**src/rtl/collision_probe_seq.sv**
```systemverilog
// collision_probe_seq
//   Sprite-versus-map collision checker. On an accepted request it latches the
//   sprite centre and a one-hot direction, then walks three probe points
//   (centre-forward, first side, second side) through a single shared mapRom
//   read port, one probe at a time. Each probe holds its address for
//   ROM_LAT+1 cycles and samples rom_pixel in the last of those cycles.
//
//   Optional feature macro: COLLIDE_BOUNDS_EN
//     defined   : probes outside [0,MAP_W) x [0,MAP_H) count as hits without
//                 looking at rom_pixel (rom_x/rom_y still show the wrapped value)
//     undefined : wrapped address goes to mapRom, rom_pixel alone decides
//
//   Ports
//     clk        system clock, rising edge
//     rst_n      synchronous active-low reset
//     req        start a check (accepted when busy=0)
//     direction  one-hot: 1000 left, 0100 up, 0010 right, 0001 down
//     p_x, p_y   sprite centre, sampled on accept
//     rom_x/y    probe address to mapRom
//     rom_pixel  mapRom data, valid ROM_LAT cycles after the address
//     busy       check in progress, req ignored
//     done       one-cycle pulse, results valid
//     collide    OR of hit_mask
//     hit_mask   bit0 centre, bit1 first side, bit2 second side
//     bad_dir    last accepted request had a non-one-hot direction
module collision_probe_seq #(
   parameter int COORD_W   = 9,
   parameter int PIXEL_W   = 3,
   parameter int WALL_CODE = 0,
   parameter int STEP      = 12,
   parameter int INSET     = 4,
   parameter int ROM_LAT   = 1,
   parameter int MAP_W     = 320,
   parameter int MAP_H     = 240
) (
   input  logic               clk,
   input  logic               rst_n,
   input  logic               req,
   input  logic [3:0]         direction,
   input  logic [COORD_W-1:0] p_x,
   input  logic [COORD_W-1:0] p_y,
   output logic [COORD_W-1:0] rom_x,
   output logic [COORD_W-1:0] rom_y,
   input  logic [PIXEL_W-1:0] rom_pixel,
   output logic               busy,
   output logic               done,
   output logic               collide,
   output logic [2:0]         hit_mask,
   output logic               bad_dir
);

   localparam int                 CNT_W = $clog2(ROM_LAT + 2);
   localparam logic [COORD_W-1:0] OFF_S = COORD_W'(STEP);
   localparam logic [COORD_W-1:0] OFF_D = COORD_W'(STEP - INSET);
   localparam logic [PIXEL_W-1:0] WALL  = PIXEL_W'(WALL_CODE);
   localparam logic [CNT_W-1:0]   LAST  = CNT_W'(ROM_LAT);

   // The signed probe coordinate is COORD_W+1 bits, so the map limits must
   // stay below 2^COORD_W to be representable as positive values.
   if (MAP_W >= (1 << COORD_W) || MAP_H >= (1 << COORD_W)) begin : g_map_range
      $error("MAP_W/MAP_H must be below 2**COORD_W");
   end

   typedef enum logic [1:0] {S_IDLE, S_PROBE, S_REJECT, S_DONE} state_t;

   // Offsets are returned as COORD_W-bit two's complement so that adding them
   // to an unsigned coordinate wraps modulo 2^COORD_W.
   function automatic logic [COORD_W-1:0] off_x(input logic [3:0] dir, input logic [1:0] k);
      logic [COORD_W-1:0] r;
      r = '0;
      case (dir)
         4'b1000: r = (k == 2'd0) ? -OFF_S : -OFF_D;
         4'b0100: r = (k == 2'd0) ? '0 : ((k == 2'd1) ? -OFF_D : OFF_D);
         4'b0010: r = (k == 2'd0) ? OFF_S : OFF_D;
         4'b0001: r = (k == 2'd0) ? '0 : ((k == 2'd1) ? -OFF_D : OFF_D);
         default: r = '0;
      endcase
      return r;
   endfunction

   function automatic logic [COORD_W-1:0] off_y(input logic [3:0] dir, input logic [1:0] k);
      logic [COORD_W-1:0] r;
      r = '0;
      case (dir)
         4'b1000: r = (k == 2'd0) ? '0 : ((k == 2'd1) ? OFF_D : -OFF_D);
         4'b0100: r = (k == 2'd0) ? -OFF_S : -OFF_D;
         4'b0010: r = (k == 2'd0) ? '0 : ((k == 2'd1) ? -OFF_D : OFF_D);
         4'b0001: r = (k == 2'd0) ? OFF_S : OFF_D;
         default: r = '0;
      endcase
      return r;
   endfunction

   state_t             state_q, state_d;
   logic [1:0]         k_q, k_d;
   logic [CNT_W-1:0]   cnt_q, cnt_d;
   logic [2:0]         hit_q, hit_d;
   logic               bad_q, bad_d;
   logic [COORD_W-1:0] romx_q, romx_d, romy_q, romy_d;
   logic [3:0]         dir_q;
   logic [COORD_W-1:0] px_q, py_q;
   logic               load;
   logic               probe_hit;

`ifdef COLLIDE_BOUNDS_EN
   localparam logic signed [COORD_W:0] LIM_X = (COORD_W+1)'(MAP_W);
   localparam logic signed [COORD_W:0] LIM_Y = (COORD_W+1)'(MAP_H);
   logic [COORD_W-1:0]      cur_ox, cur_oy;
   logic signed [COORD_W:0] cur_sx, cur_sy;

   // Unwrapped position of the probe currently on the bus; sign bit set
   // means it fell off the top/left edge of the map.
   always_comb begin
      cur_ox = off_x(dir_q, k_q);
      cur_oy = off_y(dir_q, k_q);
      cur_sx = $signed({1'b0, px_q}) + $signed({cur_ox[COORD_W-1], cur_ox});
      cur_sy = $signed({1'b0, py_q}) + $signed({cur_oy[COORD_W-1], cur_oy});
   end

   assign probe_hit = cur_sx[COORD_W] || (cur_sx >= LIM_X) ||
                      cur_sy[COORD_W] || (cur_sy >= LIM_Y) ||
                      (rom_pixel == WALL);
`else
   assign probe_hit = (rom_pixel == WALL);
`endif

   always_comb begin
      state_d = state_q;
      k_d     = k_q;
      cnt_d   = cnt_q;
      hit_d   = hit_q;
      bad_d   = bad_q;
      romx_d  = romx_q;
      romy_d  = romy_q;
      load    = 1'b0;
      busy    = 1'b0;
      done    = 1'b0;
      case (state_q)
         S_IDLE, S_DONE: begin
            done    = (state_q == S_DONE);
            state_d = S_IDLE;
            if (req) begin
               load  = 1'b1;
               hit_d = '0;
               k_d   = 2'd0;
               cnt_d = '0;
               bad_d = !$onehot(direction);
               if ($onehot(direction)) begin
                  state_d = S_PROBE;
                  romx_d  = p_x + off_x(direction, 2'd0);
                  romy_d  = p_y + off_y(direction, 2'd0);
               end else begin
                  // Address bus keeps its previous value on a rejected request.
                  state_d = S_REJECT;
               end
            end
         end
         S_PROBE: begin
            busy = 1'b1;
            if (cnt_q == LAST) begin
               hit_d[k_q] = probe_hit;
               cnt_d      = '0;
               if (k_q == 2'd2) begin
                  state_d = S_DONE;
               end else begin
                  k_d    = k_q + 2'd1;
                  romx_d = px_q + off_x(dir_q, k_q + 2'd1);
                  romy_d = py_q + off_y(dir_q, k_q + 2'd1);
               end
            end else begin
               cnt_d = cnt_q + 1'b1;
            end
         end
         S_REJECT: begin
            busy    = 1'b1;
            state_d = S_DONE;
         end
         default: state_d = S_IDLE;
      endcase
   end

   always_ff @(posedge clk) begin
      if (!rst_n) begin
         state_q <= S_IDLE;
         k_q     <= 2'd0;
         cnt_q   <= '0;
         hit_q   <= '0;
         bad_q   <= 1'b0;
         romx_q  <= '0;
         romy_q  <= '0;
      end else begin
         state_q <= state_d;
         k_q     <= k_d;
         cnt_q   <= cnt_d;
         hit_q   <= hit_d;
         bad_q   <= bad_d;
         romx_q  <= romx_d;
         romy_q  <= romy_d;
      end
   end

   // Request operands: captured on accept only, so later input changes are ignored.
   always_ff @(posedge clk) begin
      if (load) begin
         dir_q <= direction;
         px_q  <= p_x;
         py_q  <= p_y;
      end
   end

   assign rom_x    = romx_q;
   assign rom_y    = romy_q;
   assign hit_mask = hit_q;
   assign collide  = |hit_q;
   assign bad_dir  = bad_q;

endmodule

```
**config.mk**
```make
export PLATFORM = sky130hd
export DESIGN_NAME = collision_probe_seq
export DESIGN_NICKNAME = d
export VERILOG_FILES = /design/src/rtl/collision_probe_seq.sv
export SDC_FILE = /design/constraint.sdc
export NUM_CORES = 1
export LEC_CHECK = 0
export CAP_MARGIN = 20
export CELL_PAD_IN_SITES_DETAIL_PLACEMENT = 1
export CELL_PAD_IN_SITES_GLOBAL_PLACEMENT = 1
export CORE_MARGIN = 8
export CORE_UTILIZATION = 43
export CTS_BUF_LIST = sky130_fd_sc_hd__clkbuf_8
export DETAILED_ROUTE_END_ITERATION = 12
export PLACE_DENSITY = 0.92
export SLEW_MARGIN = 20
export SYNTH_ARGS = -nofsm -noshare
export SYNTH_HDL_FRONTEND = slang
export SYNTH_SLANG_ARGS = --single-unit
export TNS_END_PERCENT = 5
```
**constraint.sdc**
```tcl
create_clock -name clk -period 3.5 [get_ports clk]
set_clock_uncertainty 0.05 [all_clocks]
set_input_delay 0.525 -clock clk [delete_from_list [all_inputs] [get_ports clk]]
set_output_delay 0.525 -clock clk [all_outputs]
set_load 0.005 [all_outputs]
```
==> key figures, run 1 <==
Outcome
  – Status: finished clean

Logic synthesis
  – Post-synth EDFFs: 22
  – Yosys warns: 0
  – Ys async rst share: 0
  – Distinct cells, synth: 66
  – Mapped Area: 0.00337 mm^2
  – Synthesized instance count: between 300 and 400
  – Primary FF master, synth: dfxtp_1
  – Avg Cell Area, Syn: about 9.8 um^2
  – Flops & latches, synth: 50
  – Top cells by area, synth: edfxtp_1 (20%), dfxtp_1 (17%), ha_1 (11%)
  – Net Count, Synth: around 410
  – Synth top area share: 0.196
  – Post-synthesis sequential area ratio: 0.362
  – Synth area leader: edfxtp_1

STA
  – Fin crit period: 3.25 ns
  – Tcrit/Tclk final: 0.927
  – Highest Clock Rate: a little over 300 MHz
  – RSZ-0062 raised after global routing: no
  – Final setup violation count: 0
  – Rel. slew slack: 0.513
  – Final hold viol count: 0
  – Final worst slack: between 0.2 and 0.3 ns
  – Worst-Margin Slew: 0.729 ns
  – Slew Viols, Final: 0

Cells and area
  – Post-route cell area: slightly above 0.004 mm^2
  – Share of post-route cells with drive strength above 1: 0.0658
  – Area grow syn2layout: 21.6%
  – Inserted Diodes: 0
  – Nets: between 400 and 500
  – Final design utilization: 0.536

Clock network
  – Clock buffer depth: 2
  – Skew-Pair Late Insertion Delay: around 0.31 ns
  – Total CTS buffers: 5
  – H-Tree Depth: 2
  – Post-CTS Setup Bufs: 0
  – CTS tree: yes
  – CTS Sinks: 50
  – Clock-pin slew of the registers on the worst-case setup and hold paths: 0.09 ns
  – Hold_buf cts: 0
  – Clk Tree Root Cell: clkbuf_8
  – # resized after CTS: 0

Power
  – Switch share: 0.408
  – Lkg Pwr: ~0.0016 uW
  – PwrDens: ~700 mW/mm^2
  – Net Sw Power: ~1200 uW
  – P_int: between 1500 and 2000 uW
  – Seq pwr share: 0.337
  – Max rail drop VDD: around 0.00026 V
  – Clock share of power: 0.144
  – Combinational power share: 0.519
  – Total Power: around 2900 uW

Floorplan
  – Core Box Area: between 0.007 and 0.008 mm^2
  – DIE WIDTH: roughly 100 um
  – Initial Util: 0.441
  – Cell row count: 32
  – Die height: about 100 um
  – DIE AREA: about 0.011 mm^2
  – I/O Pins: between 50 and 60

Critical path
  – Crit path launch type: input pin
  – Worst path required time: 3.65 ns
  – Critical Path AT: 3.40 ns
  – RR Startpoint: dir_q[3]$_DFFE_PP_
  – Crit path kind: in2reg
  – Worst Setup End Kind: register
  – Reg2Reg Setup Slack: about 0.31 ns
  – Crit-path max FO: 18
  – Worst reg2reg path endpoint: rom_x[7]$_SDFFE_PN0P_
  – Worst Reg-to-Reg Cells: 10

Drt
  – Met3 routed WL: around 400 um
  – Avg Vias per Cell: 5.71
  – Metal-1 WL: 4170 um
  – Vias: 2,839
  – First drt pass iteration count: 5
  – Uppermost layer routed: met4
  – Detailed-routed wire length on met2: approximately 5000 um
  – Residual DRC: 0
  – Detail Route Antenna Nets: 0
  – Initial DRC count: between 150 and 200
  – Wirelength, routed: roughly 9600 um
  – WL/cell: 19.4 um

Place
  – Hpwl dp: ~7500 um
  – Placement Setup Slack: -0.0604 ns
  – DP Area: approximately 0.0040 mm^2
  – Number of port buffers: 52
  – Gpl congestion: about 0.85

Worst hold path
  – Worst hold path class: reg2reg
  – Hold Crit Depth: 2
  – Hold path startpoint: hit_mask[1]$_SDFFE_PN0P_
  – Hold endpoint: hit_mask[1]$_SDFFE_PN0P_

Global route
  – Vias in the first global route: 3,193
  – First-pass GRT wire length: 15,700 um
  – Initial antenna violation count: 0
  – Pin count of the biggest net entering global routing: 26
  – Gr usage total: 0.174
  – Aggregate global routing overflow: 0

Run
  – MaxCap Viol Count: 0
==> power groups by stage <==
| stage | Sequential [uW] | Combinational (uW) | Clock [uW] |
|---|---|---|---|
| 6_report | 966 | 1490 | 411 |
| 5_1_grt | 987 | 1620 | 435 |
| 4_1_cts | 964 | 1490 | 416 |
| 3_5_place_dp | 973 | 1460 | 0 |
| 3_3_place_gp | 959 | 1370 | 0 |
| 2_1_floorplan | 899 | 974 | 0 |
==> per-stage QoR <==
stage	hold WS [ns]	setup TNS, ns	instances
after global routing	0.462	0	497
final	0.424	0	497
after detailed placement	0.416	-0.0991	489
after floorplan	0.398	0	345
after CTS	0.429	0	497
after global placement	0.405	0	489
==> critical path: stages <==
cell and delay [ns]:
clkdlybuf4s50_1 0.50, inv_1 0.10, fa_1 0.54, inv_1 0.04
ha_1 0.17, ha_1 0.29, nand4bb_1 0.28, a2bb2oi_2 0.23
buf_12 0.17, nand3b_1 0.11, mux2_2 0.29, nor3b_1 0.13
==> layer usage <==
metal  up-vias  GRT usage
li1       1368          -
met1      1390      0.205
met2        67      0.317
met3        14     0.0332
met4         0     0.0459
met5         -          0
==> Yosys cell counts (all sizes together) (4+ instances only) <==
cell,n
ha,31
dfxtp,28
nor2,27
edfxtp,22
inv,22
nand2,20
a211oi,19
a21oi,18
mux2i,13
o21ai,13
buf,11
xnor2,11
nand3,10
nor2b,7
a21o,6
clkbuf,6
nor3,6
fa,5
nand3b,5
xor2,5
and3,4
==> logic make-up after synthesis <==
| family | after synthesis | synth area share |
|---|---|---|
| DFF | 50 | 0.362 |
| muxes | 15 | 0.0453 |
| adders and majority gates | 36 | 0.145 |
| xor gates and xnor gates | 16 | 0.0438 |
| AOI/OAI and AO/OA | 85 | 0.181 |
| buffers and inverters | 39 | 0.0519 |
| and+or+nand+nor | 104 | 0.171 |
==> cell usage in the layout (no fill, tap or decap), drive strengths merged, types with 11 or more instances in the layout <==
master,synthesis,routed
a211oi,19,19
a21oi,18,18
clkdlybuf4s50,0,52
dfxtp,28,28
edfxtp,22,22
ha,31,31
inv,22,24
mux2i,13,13
nand2,20,20
nor2,27,27
o21ai,13,13
xnor2,11,11
==> state kept, by name, summed over array words and instances (netlist names) <==
| signal | flops |
|---|---|
| bad_dir | 1 |
| cnt_q | 2 |
| dir_q | 4 |
| hit_mask | 3 |
| k_q | 2 |
| px_q | 9 |
| py_q | 9 |
| rom_x | 9 |
| rom_y | 9 |
| state_q | 2 |
==> worst max path at each step <==
stage                             from  depth (start not counted)               endpoint
after detailed placement  direction[0]                         12  rom_y[7]$_SDFFE_PN0P_
after floorplan           direction[0]                         11  rom_x[7]$_SDFFE_PN0P_
after global routing      direction[0]                         12  rom_y[7]$_SDFFE_PN0P_
after global placement    direction[0]                         12  rom_x[7]$_SDFFE_PN0P_
after CTS                 direction[0]                         12  rom_y[7]$_SDFFE_PN0P_
final                     direction[0]                         12  rom_y[7]$_SDFFE_PN0P_
==> cell type report <==
cell class / count / area (um^2)
Sequential cell: 50 / 1220
Multi-Input combinational cell: 256 / 1980
Fill cell: 855 / 3540
Inverter: 22 / 82.6
Tap cell: 102 / 128
Timing Repair Buffer: 59 / 586
Clock inverter: 3 / 40.0
Clock buffer: 5 / 68.8
Power figures use the tool's default switching activity.
==> run 2, diff against run 1 <==
CAP_MARGIN = 25   (was 20)
==> results of run 2 <==
No change in the layout: final DEF, timing and power equal those of run 1.
